**src/rtl/la_ioseq.sv**
```systemverilog
// rtl/la_ioseq.sv - IO-ring power-up/power-down sequencer
module la_ioseq #(
  parameter int RINGW = 8,
  parameter int DLY   = 16,
  parameter int CNTW  = 8
) (
  input  logic             clk,
  input  logic             nreset,
  input  logic             pgood,
  input  logic             req_off,
  output logic             enable_h,
  output logic             enable_vdda_h,
  output logic             hold_n,
  output logic             ready,
  output logic             fault,
  output logic [2:0]       state,
  output logic [RINGW-1:0] ioring
);

  typedef enum logic [2:0] {
    S_OFF  = 3'd0,
    S_DEB  = 3'd1,
    S_EN   = 3'd2,
    S_VDDA = 3'd3,
    S_REL  = 3'd4,
    S_ON   = 3'd5,
    S_DOWN = 3'd6
  } state_t;

  state_t          cur;
  state_t          nxt;
  logic [CNTW-1:0] cnt;
  logic            pgood_m;
  logic            pgood_s;
  logic            done;
  logic            fault_set;
  logic            vdda_nxt;

  // Two-flop synchronizer for the asynchronous power-good input
  always_ff @(posedge clk) begin
    if (!nreset) begin
      pgood_m <= 1'b0;
      pgood_s <= 1'b0;
    end else begin
      pgood_m <= pgood;
      pgood_s <= pgood_m;
    end
  end

  // Next-state decode; abort paths take priority over timed exits
  always_comb begin
    nxt       = cur;
    fault_set = 1'b0;
    done      = (cnt == CNTW'(DLY - 1));
    case (cur)
      S_OFF:  if (pgood_s && !req_off) nxt = S_DEB;
      S_DEB: begin
        if (!pgood_s)  nxt = S_OFF;
        else if (done) nxt = S_EN;
      end
      S_EN: begin
        if (!pgood_s || req_off) nxt = S_DOWN;
        else if (done)           nxt = S_VDDA;
      end
      S_VDDA: begin
        if (!pgood_s || req_off) nxt = S_DOWN;
        else if (done)           nxt = S_REL;
      end
      S_REL: begin
        if (!pgood_s || req_off) nxt = S_DOWN;
        else if (done)           nxt = S_ON;
      end
      S_ON: begin
        if (!pgood_s || req_off) nxt = S_DOWN;
        fault_set = !pgood_s;
      end
      S_DOWN: if (done) nxt = S_OFF;
      default: nxt = S_OFF;
    endcase
  end

  // Analog enable stays up through DOWN only if it was already up on entry
  always_comb begin
    vdda_nxt = 1'b0;
    case (nxt)
      S_VDDA, S_REL, S_ON: vdda_nxt = 1'b1;
      S_DOWN: vdda_nxt = (cur == S_DOWN) ? enable_vdda_h
                                         : (cur inside {S_VDDA, S_REL, S_ON});
      default: vdda_nxt = 1'b0;
    endcase
  end

  // State, step counter and Moore outputs registered from the next state
  always_ff @(posedge clk) begin
    if (!nreset) begin
      cur           <= S_OFF;
      cnt           <= '0;
      enable_h      <= 1'b0;
      enable_vdda_h <= 1'b0;
      hold_n        <= 1'b0;
      ready         <= 1'b0;
      fault         <= 1'b0;
    end else begin
      cur <= nxt;
      if (nxt != cur || cur == S_OFF || cur == S_ON) cnt <= '0;
      else                                           cnt <= cnt + 1'b1;
      enable_h      <= (nxt inside {S_EN, S_VDDA, S_REL, S_ON, S_DOWN});
      enable_vdda_h <= vdda_nxt;
      hold_n        <= (nxt inside {S_REL, S_ON});
      ready         <= (nxt == S_ON);
      if (fault_set) fault <= 1'b1;
    end
  end

  // Pad-ring control bus mirrors the registered controls
  always_comb begin
    ioring    = '0;
    ioring[0] = enable_h;
    ioring[1] = enable_vdda_h;
    ioring[2] = hold_n;
    ioring[3] = ready;
  end

  assign state = cur;

endmodule

```
**config.mk**
```make
export PLATFORM = sky130hd
export DESIGN_NAME = la_ioseq
export DESIGN_NICKNAME = d
export VERILOG_FILES = /design/src/rtl/la_ioseq.sv
export SDC_FILE = /design/constraint.sdc
export NUM_CORES = 1
export LEC_CHECK = 0
export ABC_AREA = 1
export ABC_CLOCK_PERIOD_IN_PS = 2400
export BUFFER_PORTS_ARGS = -buffer_cell sky130_fd_sc_hd__buf_4
export CAP_MARGIN = 10
export CORE_MARGIN = 4
export CORE_UTILIZATION = 53
export CTS_CLUSTER_SIZE = 12
export DETAILED_ROUTE_END_ITERATION = 10
export PLACE_DENSITY = 0.77
export SYNTH_ARGS = -nofsm -noshare
export SYNTH_HDL_FRONTEND = slang
export SYNTH_SLANG_ARGS = --single-unit
```
**constraint.sdc**
```tcl
create_clock -name clk -period 2.4 [get_ports clk]
set_clock_uncertainty 0.05 [all_clocks]
set_input_delay 0.36 -clock clk [delete_from_list [all_inputs] [get_ports clk]]
set_output_delay 0.36 -clock clk [all_outputs]
set_load 0.01 [all_outputs]
```
==> results.sh, run 1 <==
export IMPL_synth_distinct_cells=28
export IMPL_detail_route_wl_per_cell_microns=11.40
export IMPL_drc=0
export IMPL_leakagePower_uw=0.0005471
export IMPL_ys_ff_latch=18
export IMPL_viasPerCell=5.096
export IMPL_path_clk_slew_ps=120
export IMPL_worstPathCellList="ha_1 -> nand3_2 -> nor2_4 -> inv_2 -> nand3_1 -> nand3_2 -> inv_1 -> ha_1 -> a21oi_1"
export IMPL_yosys_warnings=0
export IMPL_critPathLaunchType="flop"
export IMPL_avgSynthCellArea_sq_um=7.651
export IMPL_critPathKind="flop to flop"
export IMPL_fin_hold_ws_ps=192.1
export IMPL_grt_usage_pct=16.68
export IMPL_min_delay_path_class="primary input to flop"
export IMPL_initial_core_util_pct=58.42
export IMPL_reg2reg_to="enable_h$_SDFF_PN0_"
export IMPL_cp_slowest_cell="dfxtp_1"
export IMPL_grt_pass1_wl_microns=3422
export IMPL_cp_depth=9
export IMPL_grt_max_degree=11
export IMPL_overflow=0
export IMPL_post_cts_buffers=0
export IMPL_yosysTopAreaCellShare_pct=33.88
export IMPL_port_buffer_count=15
export IMPL_die_h_microns=52.80
export IMPL_outcome="complete, no violations"
export IMPL_cp_endpoint="enable_h$_SDFF_PN0_"
export IMPL_setup_viol=0
export IMPL_ctsHoldBuffers=0
export IMPL_drtIter0Drc=26
export IMPL_htree_levels=1
export IMPL_fin_util_pct=65.22
export IMPL_io_pins=20
export IMPL_coreArea_sq_um=1821
export IMPL_cts_root_buf="clkbuf_4"
export IMPL_critPathLaunch="cnt[0]$_SDFF_PP0_"
export IMPL_clk_path_buf_depth=2
export IMPL_cts_tree="built"
export IMPL_dp_hpwl_microns=1561
export IMPL_n_antenna_cell=0
export IMPL_ir_worst_vdd_mv=0.5711
export IMPL_final_area_sq_um=1187
export IMPL_dpl_instance_area_sq_um=1151
export IMPL_drt_pre_antenna_iters=4
export IMPL_rrSetupSlack_ps=540
export IMPL_fin_nets=159
export IMPL_crit_path_max_fanout=6
export IMPL_antenna_found_initial=0
export IMPL_period_share_pct=77.33
export IMPL_clk_latency_ps=300
export IMPL_fillerInstances=158
export IMPL_cp_data_arrival_time_ps=2050
export IMPL_clock_fmax_mhz=538.8
export IMPL_max_stage_delay_ps=400
export IMPL_synthCells=139
export IMPL_cts_resized=0
export IMPL_period_minus_slack_ps=1856
export IMPL_power_density_nw_per_um2=1035
export IMPL_routed_via_count=902
export IMPL_area_growth_pct=11.65
export IMPL_synth_area_sq_um=1064
export IMPL_fin_ws_ps=544.0
export IMPL_dieArea_sq_um=2787
export IMPL_globalplace_congestion=0.8942
export IMPL_tns_ps=0
export IMPL_yosys_area_top_type="dfxtp_1"
export IMPL_required_ps=2600
export IMPL_cts_sinks=18
export IMPL_hold_viol_final=0
export IMPL_critPathTopFamily="simple AND/OR/NAND/NOR gates"
export IMPL_grt_pass1_vias=824
export IMPL_cp_buffers_inverters=2
export IMPL_cap_violations=0
export IMPL_layout_drive_gt1_share_pct=32.24
export IMPL_crit_path_end_kind="flop"
export IMPL_synth_area_leaders="dfxtp_1 34%, nand2_1 9.2%, nor3_2 7.5%"
export IMPL_pre_cts_slack_ps=560.6
export IMPL_cts_inserted_buffers=3
export IMPL_rsz0062_at_grt="no"
export IMPL_rr_startpoint="cnt[0]$_SDFF_PP0_"
export IMPL_drv_slew=0
export IMPL_ys_seq_area_share_pct=33.88
export IMPL_row_count=15
export IMPL_finalWirelength_microns=2018
export IMPL_antenna_left=0
export IMPL_r2r_cells=9
export IMPL_die_width_microns=52.80
==> tightest hold or removal path: stages <==
cell and delay, ps:
buf_4 80, nand2_1 40, inv_1 40
==> through the flow <==
step | cells | power (uW)
2_1_floorplan | 142 | 905.0
3_3_place_gp | 173 | 1026
3_5_place_dp | 173 | 1040
4_1_cts | 177 | 1229
5_1_grt | 177 | 1324
6_report | 177 | 1229
==> cell families after synthesis <==
group	after synthesis	synth area share (%)
and+or+nand+nor	77	41.88
buffers and inverters	30	13.76
DFF	18	33.88
xor gates and xnor gates	6	4.942
AOI/OAI and AO/OA	5	2.823
adders and majority gates	2	2.353
other	1	0.3526
==> worst min-delay path by stage <==
stage,startpoint,endpoint,slack [ps],cells past startpoint
after floorplan,pgood_m$_SDFF_PN0_,pgood_s$_SDFF_PN0_,340,2
after detailed placement,pgood_m$_SDFF_PN0_,pgood_s$_SDFF_PN0_,370,2
after CTS,pgood,pgood_m$_SDFF_PN0_,200,3
final,pgood,pgood_m$_SDFF_PN0_,190,3
after global routing,pgood,pgood_m$_SDFF_PN0_,200,3
after global placement,pgood_m$_SDFF_PN0_,pgood_s$_SDFF_PN0_,360,2
==> placed cells by master, fill, tap and decap left out, types with 4 or more instances in the layout <==
master   synthesis  layout
inv_1           16      16
nor3_2           8       8
nor2_2           4       4
dfxtp_1         18      18
nand2_1         26      26
nand2_2          5       5
inv_2            5       5
nand3_1         13      13
nor2_1           9       9
buf_4            9      15
conb_1           1       4
==> layer usage <==
layer | part of all wire, % | GRT usage [%] | wire, microns
met1 | 46 | 21.24 | 932
met2 | 46 | 27.69 | 934
met3 | 6.2 | 3.419 | 126
met4 | 1.1 | 5.532 | 23
met5 | 0 | 0 | 0
==> registers in the layout, summed over array words and instances (netlist names) <==
name           cells
enable_vdda_h      1
enable_h           1
fault              1
cnt                8
pgood_s            1
state              3
hold_n             1
ready              1
pgood_m            1
==> cells in the mapped netlist, drive strengths merged <==
cell type  number
xor2            3
a31oi           1
or2             1
nor2           14
conb            1
ha              2
a21oi           2
inv            21
dfxtp          18
nor3            9
xnor2           3
buf             9
nand4           3
nand3          17
nor4            1
nand2          32
o21ai           2
==> cell type report <==
class	count	area (sq um)	area share, %
inverter	21	78.83	6.639
clock buffer	4	36.28	3.056
timing repair buffer	15	112.6	9.484
tap	25	31.28	2.634
multi-input combinational	94	568.0	47.84
sequential	18	360.3	30.35
==> power by group <==
part	switching, uW	internal, uW
Clock	103	92.5
Sequential	54.3	339
Combinational	406	233
No activity file was read; power rests on OpenSTA's default activity.
==> inputs of run 2 (changes only) <==
--- a/config.mk
+++ b/config.mk
@@ -6,7 +6,7 @@
 export NUM_CORES = 1
 export LEC_CHECK = 0
 export ABC_AREA = 1
-export ABC_CLOCK_PERIOD_IN_PS = 2400
+export ABC_CLOCK_PERIOD_IN_PS = 1900
 export BUFFER_PORTS_ARGS = -buffer_cell sky130_fd_sc_hd__buf_4
 export CAP_MARGIN = 10
 export CORE_MARGIN = 4
==> constraint.sdc (replaced) <==
create_clock -name clk -period 1.9 [get_ports clk]
set_clock_uncertainty 0.05 [all_clocks]
set_input_delay 0.285 -clock clk [delete_from_list [all_inputs] [get_ports clk]]
set_output_delay 0.285 -clock clk [all_outputs]
set_load 0.01 [all_outputs]
==> run 2 against run 1 <==
Compared with the run above: total power is 24% higher; register-to-register slack worse by 390 ps; count of clock-buffer cells in the layout is 1 lower; non-clock buffer count is 2 higher; first-iteration DRC count is 65% lower; critical endpoint unchanged; largest cell class unchanged.
==> results.sh, run 2 (synthesis results as in run 1) <==
export IMPL_critPathLaunchType="flop"
export IMPL_grt_usage_pct=16.83
export IMPL_tns_ps=0
export IMPL_stdcell_count=178
export IMPL_ir_worst_vdd_mv=0.7564
export IMPL_largest_register="cnt"
export IMPL_dp_cells=175
export IMPL_drc=0
export IMPL_power_density_nw_per_um2=1277
export IMPL_post_cts_buffers=0
export IMPL_antenna_left=0
export IMPL_multi_input_area_sq_um=570.5
export IMPL_final_common_cell="nand2_1"
export IMPL_drtIter0Drc=9
export IMPL_overflow=0
export IMPL_setup_viol=0
export IMPL_required_ps=2070
export IMPL_cts_inserted_buffers=3
export IMPL_initial_core_util_pct=58.42
export IMPL_drv_slew=0
export IMPL_area_growth_pct=12.23
export IMPL_min_delay_path_class="primary input to flop"
export IMPL_rsz0062_at_grt="no"
export IMPL_final_cell_mix="26 x nand2_1, 17 x buf_4, 16 x inv_1, 16 x dfxtp_1, 13 x nand3_1"
export IMPL_grt_pass1_wl_microns=3443
export IMPL_leakagePower_uw=0.0005492
export IMPL_routed_via_count=894
export IMPL_crit_path_end_kind="flop"
export IMPL_outcome="complete, no violations"
export IMPL_detail_route_wl_per_cell_microns=10.70
export IMPL_grt_pass1_vias=784
export IMPL_cts_sinks=18
export IMPL_fin_hold_ws_ps=127.5
export IMPL_drt_pre_antenna_iters=4
export IMPL_hold_viol_final=0
export IMPL_layout_drive_gt1_share_pct=34.64
export IMPL_antenna_found_initial=0
export IMPL_globalplace_congestion=0.9182
export IMPL_die_h_microns=52.80
export IMPL_viasPerCell=5.022
export IMPL_crit_path_max_fanout=6
export IMPL_grt_max_degree=10
export IMPL_htree_levels=1
export IMPL_period_minus_slack_ps=1743
export IMPL_path_clk_slew_ps=90
export IMPL_row_count=15
export IMPL_fin_nets=161
export IMPL_cts_root_buf="clkbuf_4"
export IMPL_clk_path_buf_depth=2
export IMPL_clk_latency_ps=280
export IMPL_coreArea_sq_um=1821
export IMPL_dp_hpwl_microns=1551
export IMPL_die_width_microns=52.80
export IMPL_cts_tree="built"
export IMPL_regArea_sq_um=362.8
export IMPL_cp_data_arrival_time_ps=1910
export IMPL_dieArea_sq_um=2787
export IMPL_cap_violations=0
export IMPL_n_antenna_cell=0
export IMPL_period_share_pct=91.75
export IMPL_fillerInstances=159
export IMPL_critPathKind="flop to flop"
export IMPL_largest_register_ffs=8
export IMPL_port_buffer_count=15
export IMPL_ctsHoldBuffers=0
export IMPL_finalWirelength_microns=1904
export IMPL_io_pins=20
export IMPL_clock_fmax_mhz=573.6
-- run 2: repair_timing --
action	in CTS	in global routing
resized for setup	0	3
hold endpoints to repair	0	0
endpoints found under the setup margin	0	10
-- run 2: critical path, stage by stage (launching register included) --
cell     delay, ps
dfxtp_2        370
ha_2           200
nand3_2        120
nor2_4         170
inv_2           70
nand3_1        100
nand3_2        140
inv_1           90
ha_1           220
a21oi_1        140
-- run 2: cell type report --
type,count,share of cell area (%)
clock buffer,3,1.887
inverter,21,6.604
multi-input combinational,94,47.80
sequential,18,30.40
tap,25,2.621
timing repair buffer,17,10.69
-- run 2: report_power, final --
part           total, uW  internal [uW]  leakage [uW]  switching [uW]
logic                854            329      0.000388             525
clock network        180           73.6     0.0000138             106
registers            490            430      0.000147            59.8
-- run 2: final timing paths --
check                           from             endpoint  slack (ps)  depth (start not counted)
setup / recovery   cnt[0]$_SDFF_PP0_  enable_h$_SDFF_PN0_         160                          9
hold reg to reg   pgood_m$_SDFF_PN0_   pgood_s$_SDFF_PN0_         380                          2
setup reg to reg   cnt[0]$_SDFF_PP0_  enable_h$_SDFF_PN0_         160                          9
hold / removal                 pgood   pgood_m$_SDFF_PN0_         130                          3
-- run 2: per-layer routing --
metal / wire (microns) / GRT usage, % / part of all wire, %
met1: 880 / 22.55 / 46
met2: 865 / 27.27 / 45
met3: 145 / 5.413 / 7.6
met4: 12 / 1.277 / 0.63
met5: 0 / 0 / 0
-- run 2: through the flow --
step	setup slack, ps	cell area (sq um)	total power, uW	util (%)
after floorplan	254.1	1075	1143	-
after global placement	184.3	1166	1340	64.05
after detailed placement	111.5	1166	1356	64.05
after CTS	75.00	1189	1543	65.29
after global routing	5.839	1194	1663	65.57
final	156.7	1194	1524	65.57
